### src/rtl/spi_debug_pkg.sv
`default_nettype none
// ============================================================================
//  Module      : spi_debug_pkg
//  Description : Shared definitions for the SPI debug bridge: command opcodes,
//                FSM state encoding, readback source encoding and the bit
//                positions of the sticky error flags.
//  Revision    : 1.0 - initial release
// ============================================================================
package spi_debug_pkg;

    // Bridge FSM states
    typedef enum logic [1:0] {
        ST_IDLE     = 2'd0,
        ST_WR       = 2'd1,
        ST_RD_ISSUE = 2'd2,
        ST_RD_WAIT  = 2'd3
    } state_t;

    // Readback source driving o_spi_data
    typedef enum logic [1:0] {
        SRC_CH   = 2'd0,
        SRC_MEM  = 2'd1,
        SRC_NONE = 2'd2
    } src_t;

    // Command opcodes (top nibble of the command word); 8..15 are illegal
    localparam logic [3:0] c_op_nop      = 4'd0;
    localparam logic [3:0] c_op_set_addr = 4'd1;
    localparam logic [3:0] c_op_wr_lo    = 4'd2;
    localparam logic [3:0] c_op_wr_hi    = 4'd3;
    localparam logic [3:0] c_op_commit   = 4'd4;
    localparam logic [3:0] c_op_rd_mem   = 4'd5;
    localparam logic [3:0] c_op_sel_ch   = 4'd6;
    localparam logic [3:0] c_op_clr_err  = 4'd7;

    // Sticky error bit indices
    localparam int c_err_illegal = 0;
    localparam int c_err_wr_idle = 1;
    localparam int c_err_overrun = 2;

endpackage
`default_nettype wire

### src/rtl/spi_probe_mux.sv
`default_nettype none
// ============================================================================
//  Module      : spi_probe_mux
//  Description : Registered readback selector. Picks one of N_CH probe
//                channels, the memory read buffer, or zero, and registers it.
//                A channel index at or beyond N_CH reads as zero.
//  Ports       : i_clk, i_rst   - clock, synchronous active-high reset
//                i_src          - source select (spi_debug_pkg::src_t encoding)
//                i_ch           - probe channel index
//                i_probe        - flat probe bus, channel k at [k*NB_BITS +: NB_BITS]
//                i_mem          - memory readback value
//                o_data         - registered selected value
//  Revision    : 1.0 - initial release
// ============================================================================
module spi_probe_mux
    import spi_debug_pkg::*;
#(
    parameter int NB_BITS = 32,
    parameter int N_CH    = 4
) (
    input  logic                      i_clk,
    input  logic                      i_rst,
    input  logic [1:0]                i_src,
    input  logic [3:0]                i_ch,
    input  logic [N_CH*NB_BITS-1:0]   i_probe,
    input  logic [NB_BITS-1:0]        i_mem,
    output logic [NB_BITS-1:0]        o_data
);

    logic [NB_BITS-1:0] w_ch_data [N_CH];
    logic [NB_BITS-1:0] w_sel;
    logic [NB_BITS-1:0] r_data;

    for (genvar k = 0; k < N_CH; k++) begin : g_unpack
        assign w_ch_data[k] = i_probe[k*NB_BITS +: NB_BITS];
    end

    // Indices with no matching channel fall through to the zero default
    always_comb begin
        w_sel = '0;
        if (i_src == SRC_MEM) begin
            w_sel = i_mem;
        end else if (i_src == SRC_CH) begin
            for (int k = 0; k < N_CH; k++) begin
                if (i_ch == 4'(k)) begin
                    w_sel = w_ch_data[k];
                end
            end
        end
    end

    always_ff @(posedge i_clk) begin
        if (i_rst) begin
            r_data <= '0;
        end else begin
            r_data <= w_sel;
        end
    end

    assign o_data = r_data;

endmodule
`default_nettype wire

### src/rtl/spi_debug_bridge.sv
`default_nettype none
// ============================================================================
//  Module      : spi_debug_bridge
//  Description : Command-driven bridge between the SPI slave and the
//                instruction RAM port, with a readback mux over N_CH debug
//                probe channels and sticky error reporting.
//  Ports       : i_clk, i_rst     - clock, synchronous active-high reset
//                i_spi_cmd/valid  - command word and its one-cycle strobe
//                i_in_use         - debug mode active (gates RAM writes)
//                i_probe          - flat probe bus
//                i_ram_rdata      - RAM read data (1 cycle after o_ram_en)
//                o_ram_addr/wdata/we/en - RAM port
//                o_spi_data       - registered readback to SPI slave
//                o_busy           - FSM not idle
//                o_err            - sticky errors {overrun, wr_idle, illegal}
//  Config      : SPI_BRIDGE_AUTOINC_EN - when defined, the address advances by
//                one (wrapping) on leaving WR and RD_WAIT.
//  Revision    : 1.0 - initial release
// ============================================================================
module spi_debug_bridge
    import spi_debug_pkg::*;
#(
    parameter int NB_BITS   = 32,
    parameter int RAM_DEPTH = 10,
    parameter int N_CH      = 4
) (
    input  logic                      i_clk,
    input  logic                      i_rst,
    input  logic [NB_BITS-1:0]        i_spi_cmd,
    input  logic                      i_spi_valid,
    input  logic                      i_in_use,
    input  logic [N_CH*NB_BITS-1:0]   i_probe,
    input  logic [NB_BITS-1:0]        i_ram_rdata,
    output logic [RAM_DEPTH-1:0]      o_ram_addr,
    output logic [NB_BITS-1:0]        o_ram_wdata,
    output logic                      o_ram_we,
    output logic                      o_ram_en,
    output logic [NB_BITS-1:0]        o_spi_data,
    output logic                      o_busy,
    output logic [2:0]                o_err
);

    localparam logic [4:0]           c_n_ch     = 5'(N_CH);
    localparam logic [RAM_DEPTH-1:0] c_addr_one = {{(RAM_DEPTH-1){1'b0}}, 1'b1};

    state_t               r_state, w_state_nxt;
    src_t                 r_src, w_src_nxt;
    logic [3:0]           r_ch, w_ch_nxt;
    logic [RAM_DEPTH-1:0] r_addr, w_addr_nxt;
    logic [NB_BITS-1:0]   r_wdata, w_wdata_nxt;
    logic [NB_BITS-1:0]   r_rd_buf, w_rd_buf_nxt;
    logic [2:0]           r_err, w_err_set;
    logic                 w_err_clr;
    logic                 w_ram_we, w_ram_en;

    logic [3:0]           w_opcode;
    logic [3:0]           w_cmd_ch;
    logic                 w_unused;

    assign w_opcode = i_spi_cmd[NB_BITS-1:NB_BITS-4];
    assign w_cmd_ch = i_spi_cmd[3:0];
    // Payload bits between the used fields are don't-care
    assign w_unused = ^i_spi_cmd;

    always_ff @(posedge i_clk) begin
        if (i_rst) begin
            r_state <= ST_IDLE;
        end else begin
            r_state <= w_state_nxt;
        end
    end

    always_comb begin
        w_state_nxt  = r_state;
        w_src_nxt    = r_src;
        w_ch_nxt     = r_ch;
        w_addr_nxt   = r_addr;
        w_wdata_nxt  = r_wdata;
        w_rd_buf_nxt = r_rd_buf;
        w_err_set    = '0;
        w_err_clr    = 1'b0;
        w_ram_we     = 1'b0;
        w_ram_en     = 1'b0;

        case (r_state)
            ST_IDLE: begin
                if (i_spi_valid) begin
                    case (w_opcode)
                        c_op_nop:      ;
                        c_op_set_addr: w_addr_nxt = i_spi_cmd[RAM_DEPTH-1:0];
                        c_op_wr_lo:    w_wdata_nxt[15:0] = i_spi_cmd[15:0];
                        c_op_wr_hi:    w_wdata_nxt[NB_BITS-1:16] = i_spi_cmd[NB_BITS-17:0];
                        c_op_commit: begin
                            if (i_in_use) begin
                                w_state_nxt = ST_WR;
                            end else begin
                                w_err_set[c_err_wr_idle] = 1'b1;
                            end
                        end
                        c_op_rd_mem:   w_state_nxt = ST_RD_ISSUE;
                        c_op_sel_ch: begin
                            if ({1'b0, w_cmd_ch} >= c_n_ch) begin
                                w_err_set[c_err_illegal] = 1'b1;
                                w_src_nxt = SRC_NONE;
                            end else begin
                                w_src_nxt = SRC_CH;
                                w_ch_nxt  = w_cmd_ch;
                            end
                        end
                        c_op_clr_err:  w_err_clr = 1'b1;
                        default:       w_err_set[c_err_illegal] = 1'b1;
                    endcase
                end
            end
            ST_WR: begin
                // Debug mode may drop during the write cycle; the write is
                // then squashed and flagged.
                w_ram_we = i_in_use;
                if (!i_in_use) begin
                    w_err_set[c_err_wr_idle] = 1'b1;
                end
                w_state_nxt = ST_IDLE;
`ifdef SPI_BRIDGE_AUTOINC_EN
                w_addr_nxt = r_addr + c_addr_one;
`endif
            end
            ST_RD_ISSUE: begin
                w_ram_en    = 1'b1;
                w_state_nxt = ST_RD_WAIT;
            end
            ST_RD_WAIT: begin
                w_rd_buf_nxt = i_ram_rdata;
                w_src_nxt    = SRC_MEM;
                w_state_nxt  = ST_IDLE;
`ifdef SPI_BRIDGE_AUTOINC_EN
                w_addr_nxt = r_addr + c_addr_one;
`endif
            end
            default: w_state_nxt = ST_IDLE;
        endcase

        // Strobes arriving while busy are dropped and flagged
        if (i_spi_valid && (r_state != ST_IDLE)) begin
            w_err_set[c_err_overrun] = 1'b1;
        end
    end

    always_ff @(posedge i_clk) begin
        if (i_rst) begin
            r_src    <= SRC_CH;
            r_ch     <= '0;
            r_addr   <= '0;
            r_wdata  <= '0;
            r_rd_buf <= '0;
            r_err    <= '0;
        end else begin
            r_src    <= w_src_nxt;
            r_ch     <= w_ch_nxt;
            r_addr   <= w_addr_nxt;
            r_wdata  <= w_wdata_nxt;
            r_rd_buf <= w_rd_buf_nxt;
            r_err    <= w_err_clr ? 3'b000 : (r_err | w_err_set);
        end
    end

    // The mux is fed next-cycle selection so a new source (and the RAM data
    // captured in RD_WAIT) reaches o_spi_data on the same edge it is latched.
    spi_probe_mux #(
        .NB_BITS (NB_BITS),
        .N_CH    (N_CH)
    ) u_probe_mux (
        .i_clk   (i_clk),
        .i_rst   (i_rst),
        .i_src   (w_src_nxt),
        .i_ch    (w_ch_nxt),
        .i_probe (i_probe),
        .i_mem   (w_rd_buf_nxt),
        .o_data  (o_spi_data)
    );

    assign o_ram_addr  = r_addr;
    assign o_ram_wdata = r_wdata;
    assign o_ram_we    = w_ram_we;
    assign o_ram_en    = w_ram_en;
    assign o_busy      = (r_state != ST_IDLE);
    assign o_err       = r_err;

endmodule
`default_nettype wire

### config.mk
export PLATFORM = sky130hd
export DESIGN_NAME = spi_debug_bridge
export DESIGN_NICKNAME = d
export VERILOG_FILES = /design/src/rtl/spi_debug_pkg.sv /design/src/rtl/spi_probe_mux.sv /design/src/rtl/spi_debug_bridge.sv
export SDC_FILE = /design/constraint.sdc
export NUM_CORES = 1
export LEC_CHECK = 0
export BUFFER_PORTS_ARGS = -buffer_cell sky130_fd_sc_hd__buf_2
export CAP_MARGIN = 40
export CORE_MARGIN = 5
export CORE_UTILIZATION = 49
export DETAILED_ROUTE_END_ITERATION = 7
export GPL_ROUTABILITY_DRIVEN = 0
export GPL_TIMING_DRIVEN = 0
export PLACE_DENSITY = 0.95
export SYNTH_ARGS = -nofsm -noshare
export SYNTH_HDL_FRONTEND = slang
export SYNTH_SLANG_ARGS = --single-unit
### constraint.sdc
create_clock -name i_clk -period 4.2 [get_ports i_clk]
set_clock_uncertainty 0.2 [all_clocks]
set_input_delay 1.05 -clock i_clk [delete_from_list [all_inputs] [get_ports i_clk]]
set_output_delay 1.05 -clock i_clk [all_outputs]
set_load 0.03 [all_outputs]
==> metrics.cfg, run 1 <==
[floorplanning]
core_area_um2 = 10800
die_y_um = 115
initial_utilization = 0.498
io_pins = 276
dieArea_um2 = 13200
die_width_um = 115
rows = 38

[global_route]
met3_usage = 0.0947
grt_max_degree = 17
grt_usage = 0.277
grt_antenna_before_repair = 2
use_met2 = 0.479
grt_pass1_vias = 5651
overflow = 0
grt_pass1_wl_mm = 28.5
grt_use_met1 = 0.316
grt_most_used_layer = met2

[setup_path]
cpPeakStageDelay_ps = 670
worstSetupStartpoint = i_spi_cmd[3]
cp_top_family = compound AO/OA/AOI/OAI gates
crit_path_end_kind = flip-flop
r2r_start = r_state[1]
crit_cells = 8
worst-path-buf-inv = 3
path_cells = buf_2, and4bb_2, and2_1, buf_2, a31oi_1, clkbuf_1, o22a_1, a32o_1
cp_max_fo = 10
path_class = input pin to flip-flop
endpoint = u_probe_mux.o_data[7]
worst_r2r_endpoint = u_probe_mux.o_data[7]
reg2reg_slack_ps = 1120
worstPathArrival_ps = 3370
crit_path_top_delay_cell = a31oi_1
ff2ff_path_depth = 9
cpMostUsedCell = buf_2
crit_required_ps = 4460
start_kind = input pin

[clock_tree]
cts_max_path_buffers = 2
clkLatencyLatePin_ps = 530
clkTransAtPathRegs_ps = 60
cts_buffers = 17
cts_tree = built
cts_resized = 0
cts.sinks = 117
cts.htree.levels = 4
clock-root-buffer = clkbuf_8
cts_setup_buffers = 0
cts_hold_buffers = 0

[run]
max-cap-violations = 0

[detailed_routing]
post-route-drc-count = 0
vias_per_cell = 5.57
wl_per_cell_um = 18.3
initialDrtViolationCount = 486
drtPass1Iterations = 5
ant_nets = 0
vias = 5703
routed_wirelength_mm = 18.8

[layout]
layout_common_cells = 272 x buf_2, 117 x dfxtp_1, 70 x nand2_1, 63 x a21o_1, 51 x nor2_1
drive_gt1_frac = 0.365
fin_nets = 1072
diodes = 0
areaGrowthSynthToFinish_pct = 38.7
layout_commonest_cell = buf_2
final_cells = 1024

[logic_synthesis]
synth_warnings = 0
yosysSeqAreaShare = 0.435
syn_area_um2 = 5380
synth_ff_type = dfxtp_1
ys_types = 41
yosys.area.top_type_share = 0.435
synth_fp_nets = 789
netlist_top_cells_area = dfxtp_1 44%, a21o_1 8.8%, mux2i_1 8.2%
synth.largest_area_cell = dfxtp_1
ys_ff_latch = 117
async_reset_ff_frac = 0
synth_edf_count = 0
syn_avg_cell_area_um2 = 9.13
postSynthCellCount = 589

[outcome]
status = finished, final reports clean

[place]
dp_hpwl_mm = 13.9
place_inst = 993
dp_slack_ps = 621
io_buffers = 263

[worst_hold_path]
hp-class = flip-flop to flip-flop

[timing]
hold_viol = 0
max_freq_ghz = 0.322
period_needed_ps = 3100
relSlewSlack = 0.414
finalSetupTns_ps = 0
rsz0062_at_grt = false
setup_violations = 0
finalCritPeriodShare = 0.739
fin_ws_ps = 1100
worst_slew_pin_slew_ps = 872
slew_violations = 0

[power]
power_density_nw_per_um2 = 395
peakVddDrop_v = 0.000364
p_leak_nw = 3.51

report_power, final:
part	switching [mW]	internal [mW]
combinational	0.207	0.157
clock	0.502	0.925
sequential	0.0124	1.14
metal layers:
layer,up-vias,wire [µm],part of all wire
met5,-,27,0.0014
met2,293,9350,0.50
met3,46,1770,0.094
li1,2697,-,-
met4,4,464,0.025
met1,2663,7160,0.38
cells in the mapped netlist (2+ instances only):
library cell and count:
a21oi_1 39, clkbuf_1 37, dfxtp_1 117, nand3_1 6, nor2_1 51, and2_1 2
nor2b_1 2, mux2_2 2, o21ai_0 6, a32o_2 11, a32o_1 21, ha_1 4
or4_1 2, buf_6 4, nor3b_1 3, a21o_1 63, mux2i_1 44, or3_1 32
buf_2 9, nor3_1 4, nand2_1 70, o21a_1 3, o22a_1 32, inv_1 7
nand2b_1 2
worst min-delay path by stage:
| stage | to | depth (start not counted) | start | slack (ps) |
|---|---|---|---|---|
| final | o_ram_wdata[14] | 2 | o_ram_wdata[14] | 250 |
| after detailed placement | o_ram_wdata[14] | 2 | o_ram_wdata[14] | 240 |
| after global placement | o_ram_wdata[8] | 2 | o_ram_wdata[8] | 240 |
| after global routing | o_ram_wdata[14] | 2 | o_ram_wdata[14] | 270 |
| after CTS | o_ram_wdata[9] | 2 | o_ram_wdata[9] | 250 |
| after floorplan | r_ch[3] | 1 | r_ch[3] | 260 |
sequential cells by signal (all words and copies together) (netlist names):
register,count
u_probe_mux.o_data,32
r_rd_buf,32
r_src,2
o_err,3
o_ram_addr,10
r_state,2
o_ram_wdata,32
r_ch,4
logic make-up after synthesis:
family	share of synthesized area
multiplexers	0.0888
adder cells (fa/ha/maj)	0.00930
AND/OR/NAND/NOR	0.153
flip-flops	0.435
AO/OA/AOI/OAI	0.265
buffers and inverters	0.0481
worst register-to-register path, stage by stage, from the launching register on:
cell and delay, ps:
dfxtp_1 390, inv_1 80, ha_1 210, and4bb_2 290, and2_1 160, buf_2 160
a31oi_1 670, clkbuf_1 430, o22a_1 250, a32o_1 180
per-stage QoR:
step	power [mW]	cell area (µm²)	hold WS (ps)	utilization
6_report	2.95	7460	252	0.691
5_1_grt	3.03	7460	270	0.691
4_1_cts	2.95	7460	251	0.691
3_5_place_dp	1.54	6880	244	0.638
3_3_place_gp	1.53	6870	239	0.637
2_1_floorplan	1.38	5380	257	-
cell type report:
type	count	area (µm²)
Buffer	51	233
Clock buffer	21	449
Clock inverter	10	130
Fill cell	828	3330
Inverter	7	26.3
Multi-Input combinational cell	414	2780
Sequential cell	117	2340
Tap cell	140	175
Timing Repair Buffer	264	1330
Power figures use the tool's default switching activity.
==> run 2, diff against run 1 <==
CORE_UTILIZATION = 41   (was 49)
PLACE_DENSITY = 0.86   (was 0.95)
clock period = 2.7 ns   (was 4.2 ns; I/O delays follow)
==> metrics.cfg, run 2 (synthesis results as in run 1) <==
[outcome]
status = finished, final reports clean

[detailed_routing]
vias = 5546  ; -2.8%
wl_per_cell_um = 17.9  ; -2.1%
routed_wirelength_mm = 19.1  ; +1.5%
vias_per_cell = 5.22  ; -6.2%
initialDrtViolationCount = 227  ; -53%
ant_nets = 0  ; unchanged
post-route-drc-count = 0  ; unchanged
drtPass1Iterations = 5  ; unchanged

[clock_tree]
cts_max_path_buffers = 2  ; unchanged
cts_buffers = 17  ; unchanged
clock-root-buffer = clkbuf_16
cts_hold_buffers = 0  ; unchanged
clkTransAtPathRegs_ps = 60  ; about the same
cts_tree = built
cts.sinks = 117  ; unchanged
cts.htree.levels = 4  ; unchanged
clkLatencyLatePin_ps = 410  ; -120 ps

[layout]
layout_commonest_cell = buf_2
drive_gt1_frac = 0.387  ; +0.0220
seqCellArea_um2 = 2340  ; +0.11%
areaGrowthSynthToFinish_pct = 41.1
fillerInstances = 1147  ; +39%
fin_nets = 1075  ; +0.28%
final_area_um2 = 7590  ; +1.7%
multiInputGateArea_um2 = 2820  ; +1.6%
layout_common_cells = 267 x buf_2, 115 x dfxtp_1, 70 x nand2_1, 63 x a21o_1, 51 x nor2_1

[run]
max-cap-violations = 0  ; unchanged

[power]
peakVddDrop_v = 0.000360  ; -1.0%
switching_share = 0.263  ; +0.0179
switching_power_mw = 1.19  ; +64%
internal_power_mw = 3.33  ; +49%
clockPowerShare = 0.474  ; -0.010
seqPwrFrac = 0.399  ; +0.007
p_leak_nw = 3.55  ; +1.3%
combPwrFrac = 0.128  ; +0.004
power_density_nw_per_um2 = 594  ; +50%

[timing]
fin_ws_ps = 120  ; -976 ps
worst_slew_pin_slew_ps = 849  ; -22.6 ps
period_needed_ps = 2580
slew_violations = 0  ; unchanged
hold_viol = 0  ; unchanged
finalCritPeriodShare = 0.956
setup_violations = 0  ; unchanged
max_freq_ghz = 0.388
relSlewSlack = 0.434  ; +0.0203

[global_route]
grt_usage = 0.238  ; -0.0397
overflow = 0  ; unchanged
grt_antenna_before_repair = 2  ; unchanged
grt_max_degree = 17  ; unchanged
grt_pass1_vias = 5750  ; +1.8%
grt_pass1_wl_mm = 29.5  ; +3.4%

[worst_hold_path]
hp-start = o_ram_wdata[18]
hp-class = flip-flop to flip-flop
whs_endpoint = o_ram_wdata[18]
whs_path_depth = 2  ; unchanged

[floorplanning]
initial_utilization = 0.423  ; -0.0756
die_width_um = 125  ; +8.5%
core_area_um2 = 12700  ; +18%
die_y_um = 125  ; +8.5%
dieArea_um2 = 15500  ; +18%
io_pins = 276  ; unchanged
rows = 41  ; +7.9%

[setup_path]
worstPathArrival_ps = 2680  ; -690 ps
start_kind = flip-flop
ff2ff_path_depth = 9  ; unchanged
crit_required_ps = 2800  ; -1660 ps
worstSetupStartpoint = r_state[0]
worst_r2r_endpoint = u_probe_mux.o_data[17]
reg2reg_slack_ps = 120  ; -1000 ps
cp_max_fo = 10  ; unchanged
path_class = flip-flop to flip-flop
r2r_start = r_state[0]
crit_path_end_kind = flip-flop

[place]
dp_hpwl_mm = 14.6  ; +5.6%
io_buffers = 263  ; unchanged
placed_area_um2 = 6920  ; +0.49%
dp_slack_ps = -603  ; -1220 ps

-- run 2: cell count changes in the layout (fill, tap and decap cells not counted), sizes merged --
| cell | previous run | this run |
|---|---|---|
| buf | 277 | 279 |
| clkinvlp | 2 | 5 |
| diode | 0 | 2 |
| inv | 7 | 10 |
| bufinv | 3 | 1 |
| clkbuf | 58 | 57 |
| clkdlybuf4s15 | 1 | 0 |
-- run 2: cell type report --
class	count	share of cell area
clock buffers	18	0.0579
repair buffers	267	0.177
diodes	2	0.000659
flip-flops and latches	117	0.309
clock inverters	14	0.0170
well taps	172	0.0284
inverters	7	0.00346
multi-input cells	414	0.372
plain buffers	51	0.0346
-- run 2: worst max path at each step --
stage | to | slack (ps) | cells after the start
final | u_probe_mux.o_data[17] | 120 | 9
after global routing | o_ram_wdata[26] | -10 | 7
after CTS | u_probe_mux.o_data[28] | 20 | 9
after detailed placement | u_probe_mux.o_data[30] | -600 | 7
after global placement | u_probe_mux.o_data[27] | -600 | 7
after floorplan | u_probe_mux.o_data[1] | 140 | 8
-- run 2: critical path, stage by stage, from the launching register on --
cell and delay, ps:
dfxtp_2 330, inv_1 90, ha_2 200, and4bb_2 310, and2_1 140, buf_4 160
mux2_4 350, buf_4 190, o22a_1 230, a32o_1 260
-- run 2: metal layers --
layer	track usage	vias to the layer above	share of wire
li1	-	2718	-
met1	0.269	2555	0.40
met2	0.409	239	0.49
met3	0.0815	34	0.087
met4	0.0961	0	0.025
met5	0	-	0
-- run 2: timing repair --
item,4_1_cts,5_1_grt
resized for setup,6,29
setup endpoints to repair,32,47
setup buffers,0,3
pin swaps,1,1
-- run 2: power groups by stage --
stage | registers, mW | logic (mW) | clock network (mW)
2_1_floorplan | 1.93 | 0.213 | 0
3_3_place_gp | 1.83 | 0.553 | 0
3_5_place_dp | 1.83 | 0.560 | 0
4_1_cts | 1.80 | 0.566 | 2.16
5_1_grt | 1.80 | 0.620 | 2.25
6_report | 1.80 | 0.576 | 2.14
-- run 2: stage by stage --
stage	hold WS, ps	utilization	TNS, ps	power [mW]	instances
2_1_floorplan	257	-	0	2.14	589
3_3_place_gp	236	0.543	-16940	2.38	1024
3_5_place_dp	241	0.544	-16350	2.39	1025
4_1_cts	248	0.590	0	4.53	1057
5_1_grt	272	0.597	-11.1	4.67	1062
6_report	256	0.597	0	4.51	1062
==> run 3, diff against run 2 <==
ABC_AREA = 1   (was unset)
BUFFER_PORTS_ARGS = -buffer_cell sky130_fd_sc_hd__clkbuf_2   (was -buffer_cell sky130_fd_sc_hd__buf_2)
CORE_UTILIZATION = 42   (was 41)
PLACE_DENSITY = 0.88   (was 0.86)
==> metrics.cfg, run 3 <==
[detailed_routing]
routed_wirelength_mm = 19.1  ; about the same
post-route-drc-count = 0  ; unchanged
initialDrtViolationCount = 419  ; +85%
drtPass1Iterations = 5  ; unchanged
vias = 6282  ; +13%
wl_per_cell_um = 14.6  ; -19%
ant_nets = 0  ; unchanged
vias_per_cell = 4.80  ; -8.1%

[layout]
layout_commonest_cell = clkbuf_2
drive_gt1_frac = 0.288  ; -0.0998
diodes = 0  ; -2
layout_common_cells = 262 x clkbuf_2, 257 x nand2_1, 158 x nor2_1, 117 x dfxtp_1, 82 x inv_1
final_area_um2 = 7630  ; +0.48%
fin_nets = 1324  ; +23%
areaGrowthSynthToFinish_pct = 39.7
fillerInstances = 1225  ; +6.8%

[timing]
max_freq_ghz = 0.411  ; +6.1%
hold_viol = 0  ; unchanged
finalCritPeriodShare = 0.900  ; -0.0552
slew_violations = 0  ; unchanged
relSlewSlack = 0.564  ; +0.130
rsz0062_at_grt = false
period_needed_ps = 2430  ; -149 ps
worst_slew_pin_slew_ps = 646  ; -203 ps
finalSetupTns_ps = 0  ; unchanged
setup_violations = 0  ; unchanged

[place]
dp_hpwl_mm = 14.8  ; +1.3%
io_buffers = 262  ; -0.38%
placed_area_um2 = 6990  ; +0.99%

[clock_tree]
clkTransAtPathRegs_ps = 60  ; about the same
cts_buffers = 17  ; unchanged
cts.sinks = 117  ; unchanged
cts_setup_buffers = 0  ; unchanged
cts.htree.levels = 4  ; unchanged
cts_hold_buffers = 0  ; unchanged
clkLatencyLatePin_ps = 410  ; about the same
cts_tree = built
cts_resized = 0  ; -6
clock-root-buffer = clkbuf_16
cts_max_path_buffers = 2  ; unchanged

[logic_synthesis]
yosysSeqAreaShare = 0.429  ; -0.00629
synth.largest_area_cell = dfxtp_1
ys_ff_latch = 117  ; unchanged
syn_avg_cell_area_um2 = 6.48  ; -29%
synth_fp_nets = 1043  ; +32%
yosysMostFrequentCell = nand2_1
synth_warnings = 0  ; unchanged
async_reset_ff_frac = 0  ; unchanged
syn_area_um2 = 5460  ; +1.5%
synth_edf_count = 0  ; unchanged
ys_types = 23  ; -44%
synth_ff_type = dfxtp_1
synth.top_cells.by_count = 258 x nand2_1, 158 x nor2_1, 117 x dfxtp_1
yosys.area.top_type_share = 0.429  ; -0.00629
netlist_top_cells_area = dfxtp_1 43%, nand2_1 18%, nor2_1 11%
postSynthCellCount = 843  ; +43%

[setup_path]
worstSetupStartpoint = r_state[0]
path_class = flip-flop to flip-flop
start_kind = flip-flop
crit_path_end_kind = flip-flop
crit_required_ps = 2840  ; +40 ps
cp_max_fo = 10  ; unchanged
ff2ff_path_depth = 14  ; +5
r2r_start = r_state[0]
worstPathArrival_ps = 2580  ; -100 ps

[power]
seqPwrFrac = 0.357  ; -0.042
internal_power_mw = 3.89  ; +17%
switching_share = 0.307  ; +0.0446
combPwrFrac = 0.207  ; +0.079
switching_power_mw = 1.72  ; +46%
clockPowerShare = 0.436  ; -0.038
peakVddDrop_v = 0.000396  ; +9.8%
power_density_nw_per_um2 = 736  ; +24%
p_leak_nw = 4.09  ; +15%

[worst_hold_path]
hp-class = flip-flop to flip-flop
whs_path_depth = 2  ; unchanged
hp-start = o_ram_wdata[6]

[global_route]
grt_usage = 0.243  ; +0.00582
grt_pass1_wl_mm = 29.0  ; -1.8%
grt_max_degree = 17  ; unchanged
grt_pass1_vias = 5989  ; +4.2%
overflow = 0  ; unchanged
grt_antenna_before_repair = 0  ; -2

[floorplanning]
die_width_um = 124  ; -0.44%
die_y_um = 124  ; -0.44%
core_area_um2 = 12700  ; -0.40%
initial_utilization = 0.431  ; +0.00793
dieArea_um2 = 15400  ; -0.87%
rows = 41  ; unchanged
io_pins = 276  ; unchanged

[run]
max-cap-violations = 0  ; unchanged

[outcome]
status = finished, final reports clean

-- run 3: changes by cell type after synthesis, sizes merged, moves of 12 or more --
| cell | delta |
|---|---|
| clkbuf | -12 |
| nand3 | +46 |
| or3 | -32 |
| o21ai | +55 |
| inv | +78 |
| nor2 | +110 |
| a21o | -63 |
| o22a | -32 |
| mux2i | -44 |
| nand2 | +191 |
| a211oi | +17 |
| a32o | -32 |
-- run 3: cells by family (layout without fill, tap and decap cells) --
kind of cell / count (synthesis) / in the layout / synth area share
buffers and inverters: 132 / 426 / 0.0983
AND/OR/NAND/NOR: 478 / 478 / 0.350
flip-flops: 117 / 117 / 0.429
adder cells (fa/ha/maj): 4 / 4 / 0.00917
AO/OA/AOI/OAI: 112 / 112 / 0.113
-- run 3: worst paths after layout --
kind / end / slack (ps)
worst max-delay path: u_probe_mux.o_data[29] / 270
worst min-delay path: o_ram_wdata[6] / 240
worst max register to register: u_probe_mux.o_data[29] / 270
worst min register to register: o_ram_wdata[6] / 240
-- run 3: critical path: stages (launching register included) --
cell	delay (ps)
dfxtp_1	360
inv_1	90
ha_1	230
nand2_1	150
nor2_4	70
nand2_2	130
nand2_1	60
nand2_1	220
buf_2	320
nand2_1	130
nand2_1	110
nand2_1	60
nand3_1	110
nand2_1	80
nand2_1	60
-- run 3: final cells by class --
type | instances | area [µm²] | share of cell area
multi-input cells | 594 | 2580 | 0.339
flip-flops and latches | 117 | 2340 | 0.307
repair buffers | 262 | 1310 | 0.172
clock buffers | 18 | 439 | 0.0576
inverters | 85 | 319 | 0.0418
plain buffers | 47 | 218 | 0.0285
well taps | 172 | 215 | 0.0282
clock inverters | 14 | 199 | 0.0261
-- run 3: layer usage --
layer	global-route usage	vias to the layer above	wire, µm	part of all wire
li1	-	3193	-	-
met1	0.303	2761	7780	0.41
met2	0.404	284	9130	0.48
met3	0.0581	44	1570	0.082
met4	0.0999	0	579	0.030
met5	0	-	0	0
-- run 3: power by group through the flow --
stage / logic, mW / clock network [mW] / registers [mW]
finish: 1.16 / 2.45 / 2.00
global placement: 1.14 / 0 / 2.03
detailed placement: 1.16 / 0 / 2.04
CTS: 1.16 / 2.48 / 2.00
global route: 1.29 / 2.56 / 2.02
floorplan: 0.506 / 0 / 2.26
-- run 3: metrics by stage --
stage | utilization | setup WS (ps) | total power [mW] | instances | hold WS (ps)
floorplan | - | 549 | 2.76 | 843 | 230
global route | 0.602 | 68.7 | 5.88 | 1309 | 260
finish | 0.602 | 269 | 5.61 | 1309 | 242
CTS | 0.602 | 185 | 5.65 | 1309 | 243
detailed placement | 0.551 | -37.4 | 3.20 | 1277 | 235
global placement | 0.551 | 16.0 | 3.17 | 1277 | 232
